## src/rtl/fifo_pkg.sv

```systemverilog
// fifo_pkg: shared definitions for the FIFO write-side logic.
//   arb_state_t : write arbiter FSM encoding (2 bits)
//   FIFO_DW     : default FIFO data width
package fifo_pkg;

    typedef enum logic [1:0] {
        ARB_IDLE  = 2'd0,
        ARB_ISSUE = 2'd1,
        ARB_GAP   = 2'd2,
        ARB_STALL = 2'd3
    } arb_state_t;

    localparam int FIFO_DW = 8;

endpackage

```

## src/rtl/rr_pick.sv

```systemverilog
// rr_pick: combinational round-robin selector.
//   req    : request vector
//   last   : index of the previous winner; the scan starts at last+1
//   onehot : one-hot winner (0 when no request)
//   idx    : winner index (0 when no request)
//   valid  : at least one request is set
module rr_pick
    import fifo_pkg::*;
#(
    parameter int NREQ = 2,
    parameter int IW   = (NREQ > 1) ? $clog2(NREQ) : 1
) (
    input  logic [NREQ-1:0] req,
    input  logic [IW-1:0]   last,
    output logic [NREQ-1:0] onehot,
    output logic [IW-1:0]   idx,
    output logic            valid
);

    // Scan last+1 .. last+NREQ (mod NREQ); the previous winner is checked
    // last, so it only wins again when nobody else is asking.
    always_comb begin
        onehot = '0;
        idx    = '0;
        valid  = 1'b0;
        for (int k = 1; k <= NREQ; k++) begin
            if (!valid && req[(int'(last) + k) % NREQ]) begin
                valid                             = 1'b1;
                idx                               = IW'((int'(last) + k) % NREQ);
                onehot[(int'(last) + k) % NREQ]   = 1'b1;
            end
        end
    end

endmodule

```

## src/rtl/fifo_wr_arbiter.sv

```systemverilog
// fifo_wr_arbiter: round-robin arbiter sharing the single FIFO write port
// between NREQ producers.
//   clk, rst_edge : clock, asynchronous active-high reset
//   req           : per-producer level request, held until ack
//   wr_data_in    : flattened producer data, slice i = [i*DW +: DW]
//   fifo_full     : FIFO full flag (back-pressure)
//   wr_edge       : one-cycle write pulse to the FIFO
//   wr_data       : data for the current write (granted slice)
//   grant         : registered one-hot grant, 0 when idle
//   ack           : one-cycle pulse to the producer whose word was written
//   busy          : arbiter not in IDLE
//   stall_cnt     : saturating count of cycles stalled on a full FIFO
module fifo_wr_arbiter
    import fifo_pkg::*;
#(
    parameter int NREQ = 2,
    parameter int DW   = FIFO_DW,
    parameter int SCW  = 8
) (
    input  logic              clk,
    input  logic              rst_edge,
    input  logic [NREQ-1:0]   req,
    input  logic [NREQ*DW-1:0] wr_data_in,
    input  logic              fifo_full,
    output logic              wr_edge,
    output logic [DW-1:0]     wr_data,
    output logic [NREQ-1:0]   grant,
    output logic [NREQ-1:0]   ack,
    output logic              busy,
    output logic [SCW-1:0]    stall_cnt
);

    localparam int IW = (NREQ > 1) ? $clog2(NREQ) : 1;

    arb_state_t      state;
    logic [IW-1:0]   last;
    logic [NREQ-1:0] pick_oh;
    logic [IW-1:0]   pick_idx;
    logic            pick_vld;

    rr_pick #(.NREQ(NREQ), .IW(IW)) u_pick (
        .req    (req),
        .last   (last),
        .onehot (pick_oh),
        .idx    (pick_idx),
        .valid  (pick_vld)
    );

    // last resets to NREQ-1 so requester 0 is first in line after reset.
    always_ff @(posedge clk or posedge rst_edge) begin
        if (rst_edge) begin
            state     <= ARB_IDLE;
            grant     <= '0;
            last      <= IW'(NREQ - 1);
            stall_cnt <= '0;
        end else begin
            case (state)
                ARB_IDLE: begin
                    if (pick_vld) begin
                        grant <= pick_oh;
                        last  <= pick_idx;
                        state <= fifo_full ? ARB_STALL : ARB_ISSUE;
                    end
                end
                ARB_ISSUE: begin
                    // Full rising in the issue cycle keeps the grant and
                    // retries from STALL; otherwise the word was written.
                    if (fifo_full) begin
                        state <= ARB_STALL;
                    end else begin
                        state <= ARB_GAP;
                        grant <= '0;
                    end
                end
                ARB_GAP: begin
                    state <= ARB_IDLE;
                end
                ARB_STALL: begin
                    // Only cycles actually blocked by full are counted.
                    if (fifo_full) begin
                        if (stall_cnt != '1)
                            stall_cnt <= stall_cnt + SCW'(1);
                    end else begin
                        state <= ARB_ISSUE;
                    end
                end
                default: state <= ARB_IDLE;
            endcase
        end
    end

    // Gating on fifo_full here guarantees no write is ever issued into a
    // full FIFO, even when full rises during the issue cycle.
    assign wr_edge = (state == ARB_ISSUE) && !fifo_full;
    assign ack     = wr_edge ? grant : '0;
    assign busy    = (state != ARB_IDLE);

    // grant is one-hot or zero, so an OR-mux suffices.
    always_comb begin
        wr_data = '0;
        for (int i = 0; i < NREQ; i++) begin
            if (grant[i])
                wr_data = wr_data | wr_data_in[i*DW +: DW];
        end
    end

endmodule

```

## config.mk

```make
export PLATFORM = sky130hd
export DESIGN_NAME = fifo_wr_arbiter
export DESIGN_NICKNAME = d
export VERILOG_FILES = /design/src/rtl/fifo_pkg.sv /design/src/rtl/rr_pick.sv /design/src/rtl/fifo_wr_arbiter.sv
export SDC_FILE = /design/constraint.sdc
export NUM_CORES = 1
export LEC_CHECK = 0
export ABC_CLOCK_PERIOD_IN_PS = 3900
export BUFFER_PORTS_ARGS = -buffer_cell sky130_fd_sc_hd__buf_2
export CORE_MARGIN = 2
export CORE_UTILIZATION = 45
export DETAILED_ROUTE_END_ITERATION = 12
export HOLD_SLACK_MARGIN = 0.1
export PLACE_DENSITY = 0.89
export SLEW_MARGIN = 10
export SYNTH_ARGS = -nofsm -noshare
export SYNTH_HDL_FRONTEND = slang
export SYNTH_SLANG_ARGS = --single-unit
```

## constraint.sdc

```tcl
create_clock -name clk -period 3.9 [get_ports clk]
set_input_delay 0 -clock clk [delete_from_list [all_inputs] [get_ports clk]]
set_output_delay 0 -clock clk [all_outputs]
set_load 0.02 [all_outputs]
```

==> flow_summary.yaml, run 1 <==
clock_tree:
  insertion_delay_ns: 0.27
  htree_levels: 1
  clk_transition_reported_paths_ns: 0.08
  cts_max_path_buffers: 2
  cts_root_buf: "clkbuf_4"
  cts_resized: 0
  numCtsBuffers: 3
  cts_tree: "yes"
  clock-sinks: 13
finish:
  multiInputGateArea_um2: 382
  drive_gt1_share_pct: 44.1
  syn_to_final_growth_pct: 42.7
  nNetsFinal: 141
  final_cell_mix: "42 x buf_2, 12 x dfrtp_1, 9 x a22o_1"
  final_common_cell: "buf_2"
  diodes: 0
  ff_latch_area_um2: 327
  fin_util_pct: 68.5
  fill_cells: 134
global_routing:
  antenna_found_initial: 0
  grt_pass1_wl_mm: 3.05
  grt_overflow_total: 0
  met3_usage_pct: 4.90
  top_usage_layer: "met2"
  met1_usage_pct: 27.2
  grt_max_degree: 14
  grt_pass1_vias: 712
  gr-usage-met2_pct: 35.9
  globalRouteTotalUtil_pct: 21.0
sta:
  tightest_slew_ns: 0.508
  tns_ns: 0
  hold_ws_ns: 0.296
  min_period_ns: 1.63
  hold_viol_final: 0
  slew_headroom_pct: 66.1
  rsz0062_at_grt: "false"
  skew_ns: 0.00214
  slew_violations: 0
  setup-violations-final: 0
  setup_ws_ns: 2.27
  min_period_over_period_pct: 41.8
  fmax_mhz: 613
min_path:
  hold_class: "in2async"
setup_path:
  cp-end-kind: "flip-flop"
  startpoint_type: "flip-flop"
  worstPathArrival_ns: 1.85
  cp_slowest_cell: "dlygate4sd3_1"
  cp_cell_sequence: "nor2_1 > a21oi_1 > a31oi_1 > dlygate4sd3_1"
  critical_path_class: "reg2reg"
  crit_fanout: 8
  cp_data_required_time_ns: 4.12
  slowest_delay_ns: 0.56
power:
  power_density_nw_per_um2: 687
  ir_drop_mv: 0.393
  finalPower_mw: 0.710
  p_leak_nw: 0.530
logic_synthesis:
  ys_ff_latch: 13
  synth_edf_count: 0
  syn_avg_cell_area_um2: 10.6
  yosys_warnings: 0
  ys_async_sr_fraction_pct: 100
  yosys.area.top_type_share_pct: 41.5
  synth_ff_type: "dfrtp_1"
  ys_top_cells_by_area: "dfrtp_1 42%, a22o_1 11%, dfstp_2 3.6%"
  ys_seq_area_share_pct: 45.2
  synth_nets: 90
  yosysTopAreaCell: "dfrtp_1"
  netlist-cell-type-count: 31
  syn_inst: 68
  syn_area_um2: 723
floorplan:
  dieArea_um2: 1940
  core-area_um2: 1510
  die_h_um: 44.1
  std_cell_rows: 14
  pin_count: 43
  start_util_pct: 48.0
  dieWidth_um: 44.1
drt:
  wl_per_cell_um: 13.7
  drtIter0Drc: 14
  wl_mm: 1.84
  viasPerCell: 5.46
  ant_nets: 0
  vias: 732
  drc: 0
  drt_pass1_iterations: 4
run_status:
  outcome: "finished clean"
placement:
  finalWeightedCongestion: 0.815
  pre_cts_ws_ns: 2.38
  numPortBuffers: 42
  hpwl_mm: 1.37
flow_run:
  maxCapViolCount: 0
[power by group]
group	internal, mW	leakage [nW]	switching, mW
Sequential	0.188	0.163	0.0830
Clock	0.0396	0.0150	0.0416
Combinational	0.164	0.352	0.193
[metal layers]
metal / wire length [µm] / vias up
met1: 794 / 352
li1: - / 362
met4: 0 / 0
met5: 0 / -
met2: 974 / 18
met3: 67 / 0
[through the flow]
step                cells  instance area [µm²]
global route          134                 1030
floorplan              68                  723
detailed placement    124                  946
finish                134                 1030
global placement      124                  946
CTS                   134                 1030
[synth_stat cells (all sizes together), types with 3 or more instances]
| master | n |
|---|---|
| nor2 | 3 |
| o21ai | 4 |
| xnor2 | 3 |
| a21oi | 4 |
| nand2 | 4 |
| mux2 | 3 |
| a22o | 9 |
| dfrtp | 12 |
[final timing paths]
kind | from | to | depth (start not counted) | slack [ns]
worst min-delay path | rst_edge | state[0] | 3 | 0.30
worst max-delay path | state[0] | last | 4 | 2.27
min in group clk | wr_data_in[11] | wr_data[3] | 3 | 0.33
worst min register to register | stall_cnt[1] | stall_cnt[1] | 1 | 0.57
worst max register to register | state[0] | last | 4 | 2.27
max in group asynchronous | rst_edge | last | 3 | 3.25
[area by class of cell]
class,count,share of cell area [%]
multi-input combinational,51,37.0
tap,16,1.94
timing repair buffer,48,26.2
clock buffer,4,2.55
sequential,13,31.6
inverter,2,0.727
[registers in the layout, summed over array words and instances, names as in the netlist]
name       cells
stall_cnt      8
grant          2
state          2
last           1
[logic make-up after synthesis]
logic type | after synthesis | share of synthesized area (%)
AO/OA/AOI/OAI | 23 | 23.5
XOR/XNOR | 3 | 3.63
adder cells (fa/ha/maj) | 1 | 1.73
buffers and inverters | 4 | 2.08
flip-flops | 13 | 45.2
multiplexers | 3 | 5.19
AND/OR/NAND/NOR | 21 | 18.7
[critical path, delay by kind of cell, from the launching register on]
family	cells	cell delay, ns
AND/OR/NAND/NOR	1	0.31
buffers and inverters	1	0.56
flip-flops	1	0.45
AO/OA/AOI/OAI	2	0.25
[repair_timing]
item                      in CTS  in global routing
hold endpoints to repair      18                  0
buffers inserted               0                  0
hold buffers                   6                  0
Note: power is estimated with default switching activity, not from simulation.
==> run 2, diff against run 1 <==
- ABC_CLOCK_PERIOD_IN_PS: 3900 -> 1400
- CORE_ASPECT_RATIO: unset -> 0.75
- CORE_UTILIZATION: 45 -> 37
- PLACE_DENSITY: 0.89 -> 0.79
- clock period: 3.9 -> 1.4 ns (I/O delays scaled with it)
==> run 2 against run 1 <==
Cell count increased by 6.7%; cell area is 8.4% higher; highest routed layer unchanged; first-iteration DRC count unchanged; largest cell class unchanged; register-to-register slack got worse by 2.2 ns; clock power increased to 2.8 times the previous value; flip-flop and latch count unchanged; wire length is 4.6% higher.
==> flow_summary.yaml, run 2 (synthesis results as in run 1) <==
run_status:
  outcome: "finished clean"
sta:
  rsz0062_at_grt: "false"
  setup_ws_ns: 0.0365
  min_period_ns: 1.36
  slew_headroom_pct: 69.1
  tightest_slew_ns: 0.463
  slew_violations: 0
  tns_ns: 0
  hold_viol_final: 0
  setup-violations-final: 0
  skew_ns: 0.00494
  fmax_mhz: 733
  min_period_over_period_pct: 97.4
drt:
  vias: 731
  drt_pass1_iterations: 4
  drc: 0
  wl_mm: 1.92
  wl_per_cell_um: 13.4
  ant_nets: 0
  drtIter0Drc: 14
  viasPerCell: 5.11
min_path:
  hold_class: "in2async"
clock_tree:
  htree_levels: 1
  clk_transition_reported_paths_ns: 0.08
  cts_tree: "yes"
  clock-sinks: 13
  cts_max_path_buffers: 2
  insertion_delay_ns: 0.27
  cts_root_buf: "clkbuf_4"
  postCtsSetupRepairBufs: 0
  numCtsBuffers: 3
floorplan:
  dieWidth_um: 55.1
  pin_count: 43
  std_cell_rows: 13
  dieArea_um2: 2330
  die_h_um: 42.3
  core-area_um2: 1790
  start_util_pct: 40.4
finish:
  final_common_cell: "buf_2"
  top_regs: "stall_cnt x8, grant x2, state x2"
  syn_to_final_growth_pct: 54.7
  final_cell_mix: "40 x buf_2, 9 x a22o_1, 6 x dfrtp_1, 6 x buf_4, 6 x dfrtp_2"
  ff_latch_area_um2: 334
  drive_gt1_share_pct: 57.9
  largest_reg_flops: 8
  multiInputGateArea_um2: 427
  fill_cells: 149
  nNetsFinal: 144
  diodes: 0
  top_register: "stall_cnt"
  stdcell_count: 143
placement:
  pre_cts_ws_ns: 0.0336
  numPortBuffers: 42
  dp.cells: 135
  finalWeightedCongestion: 0.823
  hpwl_mm: 1.47
setup_path:
  crit_fanout: 6
  worst_r2r_path_depth: 4
  cp-end-kind: "flip-flop"
  cp_data_required_time_ns: 1.56
  startpoint_type: "primary input"
  critical_path_class: "in2reg"
  worstPathArrival_ns: 1.53
power:
  p_int_mw: 1.18
  pwr-share-seq_pct: 32.6
  clkPwrFrac_pct: 10.8
  ir_drop_mv: 1.56
  power_frac_comb_pct: 56.6
  p_switching_mw: 0.923
  p_leak_nw: 0.571
  swShare_pct: 43.9
  power_density_nw_per_um2: 1880
flow_run:
  maxCapViolCount: 0
global_routing:
  grt_overflow_total: 0
  grt_max_degree: 14
  antenna_found_initial: 0
  grt_pass1_wl_mm: 3.04
  grt_pass1_vias: 667
  globalRouteTotalUtil_pct: 17.6
[run 2: cell types whose count changed in the layout (fill, tap and decap cells not counted), moves of 2 or more]
cell,change
mux2_4,+2
buf_4,+6
dfrtp_1,-6
dlygate4sd3_1,-2
buf_2,-2
dfrtp_2,+6
[run 2: critical path, cell delays in order]
cell	delay, ns
dlygate4sd3_1	0.54
buf_6	0.12
and3_4	0.22
and4_4	0.26
nand3_2	0.08
mux2_4	0.29
[run 2: area by class of cell]
cell class | count | share of cell area, %
multi-input cells | 51 | 38.1
flip-flops and latches | 13 | 29.9
inverters | 2 | 0.671
well taps | 22 | 2.46
repair buffers | 51 | 26.5
clock buffers | 4 | 2.35
[run 2: path summary, 6_finish.rpt]
check | start | end | slack (ns)
min reg2reg | last | last | 0.54
max | fifo_full | stall_cnt[5] | 0.04
max reg2reg | stall_cnt[6] | stall_cnt[1] | 0.05
min in group clk | wr_data_in[11] | wr_data[3] | 0.32
min | rst_edge | state[0] | 0.27
max in group asynchronous | rst_edge | last | 0.78
[run 2: per-stage QoR]
step	utilization, %	instance area, µm²	power [mW]	hold slack (ns)
detailed placement	56.5	1010	1.82	0.0396
floorplan	-	743	1.40	-0.124
finish	62.5	1120	2.10	0.274
CTS	60.5	1080	2.07	0.288
global placement	56.5	1010	1.78	0.0435
global route	62.5	1120	2.26	0.345
[run 2: repair_timing]
action,4_1_cts,5_1_grt
hold endpoints to repair,18,0
hold buffers,4,0
endpoints found under the setup margin,2,6
gates resized for setup,1,9
[run 2: power groups by stage]
| stage | Sequential [mW] | Combinational (mW) | Clock [mW] |
|---|---|---|---|
| 2_1_floorplan | 0.797 | 0.603 | 0 |
| 3_3_place_gp | 0.679 | 1.10 | 0 |
| 3_5_place_dp | 0.691 | 1.13 | 0 |
| 4_1_cts | 0.686 | 1.15 | 0.235 |
| 5_1_grt | 0.715 | 1.29 | 0.255 |
| 6_report | 0.686 | 1.19 | 0.227 |
[run 2: layer usage]
layer | vias to the layer above | GRT usage (%) | routed length [µm]
li1 | 367 | - | -
met2 | 13 | 26.9 | 960
met1 | 351 | 24.6 | 891
met5 | - | 0 | 0
met3 | 0 | 5.71 | 69
met4 | 0 | 2.44 | 0
==> run 3, diff against run 2 <==
- CORE_UTILIZATION: 37 -> 39
- PLACE_DENSITY: 0.79 -> 0.78
- SYNTH_HIERARCHICAL: unset -> 1
==> run 3 against run 2 <==
Register-to-register slack is essentially flat; clock power grew 2%; fmax grew 1.6%; count of clock-buffer cells in the layout is the same; first-iteration DRC count grew 57%; critical path type is now reg2out; largest cell class unchanged; largest power group unchanged; highest routed layer is now met4.
==> flow_summary.yaml, run 3 <==
logic_synthesis:
  synth_nets: 104
  yosys_warnings: 6
  synth_xor_area_share_pct: 4.31
  yosysMostFrequentCell: "dfrtp_1"
  ys_seq_area_share_pct: 40.2
  synth_edf_count: 0
  synth-compound-area-share_pct: 23.1
  netlist-cell-type-count: 32
  ys_async_sr_fraction_pct: 100
  syn_avg_cell_area_um2: 9.92
  syn_inst: 82
  synth_ff_type: "dfrtp_1"
  yosys.area_share.simple_pct: 21.7
  synth_common_cells: "12 x dfrtp_1, 8 x a22o_1, 6 x nand2_1"
  yosys.area.top_type_share_pct: 36.9
  yosys-mux-area-fraction_pct: 5.54
  ys_top_cells_by_area: "dfrtp_1 37%, a22o_1 8.6%, mux2_2 5.5%"
  synth_top_family_by_area: "compound AO/OA/AOI/OAI gates"
  yosys.area_share.adder_pct: 1.54
  yosysTopAreaCell: "dfrtp_1"
  ys_ff_latch: 13
  syn_area_um2: 813
finish:
  fill_cells: 165
  nNetsFinal: 161
  drive_gt1_share_pct: 56.5
  syn_to_final_growth_pct: 51.2
  final_common_cell: "buf_2"
  diodes: 0
  final_cell_mix: "41 x buf_2, 12 x buf_4, 8 x a22o_1"
  stdcell_count: 162
  largest_reg_flops: 8
  top_register: "stall_cnt"
  top_regs: "stall_cnt x8, grant x2, state x2"
  multiInputGateArea_um2: 510
  ff_latch_area_um2: 333
placement:
  numPortBuffers: 42
  pre_cts_ws_ns: 0.0342
  hpwl_mm: 1.63
  dp.cells: 152
  finalWeightedCongestion: 0.858
clock_tree:
  htree_levels: 1
  clock-sinks: 13
  cts_max_path_buffers: 2
  cts_tree: "yes"
  insertion_delay_ns: 0.28
  numCtsBuffers: 3
  cts_root_buf: "clkbuf_4"
  clk_transition_reported_paths_ns: 0.08
global_routing:
  grt_pass1_vias: 769
  antenna_found_initial: 0
  grt_max_degree: 14
  grt_overflow_total: 0
  grt_pass1_wl_mm: 3.46
  globalRouteTotalUtil_pct: 18.4
drt:
  viasPerCell: 5.10
  drt_pass1_iterations: 4
  ant_nets: 0
  drtIter0Drc: 22
  drc: 0
  wl_mm: 2.17
  vias: 827
  wl_per_cell_um: 13.4
setup_path:
  cp_num_buf_inv: 2
  crit_fanout: 4
  startpoint_type: "flip-flop"
  cp_cell_sequence: "buf_4 > nor3b_4 > and2_1 > buf_2"
  slowest_delay_ns: 0.38
  r2r_start: "stall_cnt[1]"
  worst_r2r_path_depth: 4
  r2r_setup_slack_ns: 0.06
  cpLargestDelayFamily: "flip-flops"
  cp_data_required_time_ns: 1.40
  cp-end-kind: "output pin"
  worstPathArrival_ns: 1.34
  critical_path_class: "reg2out"
  cp_slowest_cell: "dfrtp_1"
  r2r-end: "stall_cnt[3]"
sta:
  fmax_mhz: 745
  setup_ws_ns: 0.0583
  hold_viol_final: 0
  hold_ws_ns: 0.111
  slew_violations: 0
  min_period_over_period_pct: 95.8
  min_period_ns: 1.34
  tightest_slew_ns: 0.483
  slew_headroom_pct: 67.8
  setup-violations-final: 0
  tns_ns: 0
  skew_ns: 0.00248
floorplan:
  std_cell_rows: 14
  dieArea_um2: 2470
  die_h_um: 43.5
  pin_count: 43
  dieWidth_um: 56.7
  start_util_pct: 41.1
  core-area_um2: 1980
power:
  p_leak_nw: 0.590
  power_density_nw_per_um2: 1840
  ir_drop_mv: 1.40
flow_run:
  maxCapViolCount: 0
min_path:
  hold_end: "grant[0]"
  hold_path_depth: 4
  hold_class: "in2reg"
  min-delay-start: "req[1]"
run_status:
  outcome: "finished clean"
==> run 3: worst max path at each step <==
stage,startpoint,endpoint,slack [ns],cells after the start
2_1_floorplan,stall_cnt[0],stall_cnt[1],-0.02,4
3_3_place_gp,stall_cnt[1],stall_cnt[6],0.08,4
3_5_place_dp,stall_cnt[1],stall_cnt[1],0.03,4
4_1_cts,stall_cnt[1],stall_cnt[1],0.02,4
5_1_grt,state[0],ack[0],-0.02,4
6_report,state[1],ack[1],0.06,4
==> run 3: layer usage <==
layer  part of all wire, %  up-vias  GRT usage, %
met3                   5.2        2          6.27
met1                    45      393          24.2
li1                      -      412             -
met4                  0.18        0          5.12
met5                     0        -             0
met2                    50       20          29.5
==> run 3: repair_timing <==
item,CTS,global route
resized for setup,1,10
endpoints found under the hold margin,14,0
hold buffers,2,0
buffers inserted,2,2
setup endpoints to repair,2,7
pin swaps,0,4
==> run 3: cells by family (layout without fill, tap and decap cells) <==
family / Yosys count / after routing
and+or+nand+nor: 29 / 29
AOI/OAI and AO/OA: 24 / 24
DFF: 13 / 13
buffers and inverters: 7 / 63
xor gates and xnor gates: 4 / 4
muxes: 4 / 4
adders and majority gates: 1 / 1
==> run 3: final cells by class <==
class | instances | area share [%]
Multi-Input combinational cell | 62 | 41.5
Timing Repair Buffer | 55 | 25.6
Inverter | 4 | 1.22
Tap cell | 24 | 2.44
Sequential cell | 13 | 27.1
Clock buffer | 4 | 2.14
==> run 3: worst min-delay path, delay by kind of cell <==
kind | cells | cell delay, ns
buf+inv | 1 | 0.10
compound gates | 3 | 0.24
==> run 3: stage by stage <==
step / utilization [%] / power, mW / cell area, µm²
after floorplan: - / 1.46 / 828
after global placement: 55.9 / 1.83 / 1110
after detailed placement: 55.9 / 1.87 / 1110
after CTS: 59.3 / 2.17 / 1170
after global routing: 62.1 / 2.42 / 1230
final: 62.1 / 2.26 / 1230
==> run 3: where the power goes <==
| part | leakage, nW | internal, mW | switching (mW) |
|---|---|---|---|
| registers | 0.153 | 0.545 | 0.202 |
| clock network | 0.0150 | 0.111 | 0.121 |
| logic | 0.422 | 0.583 | 0.702 |
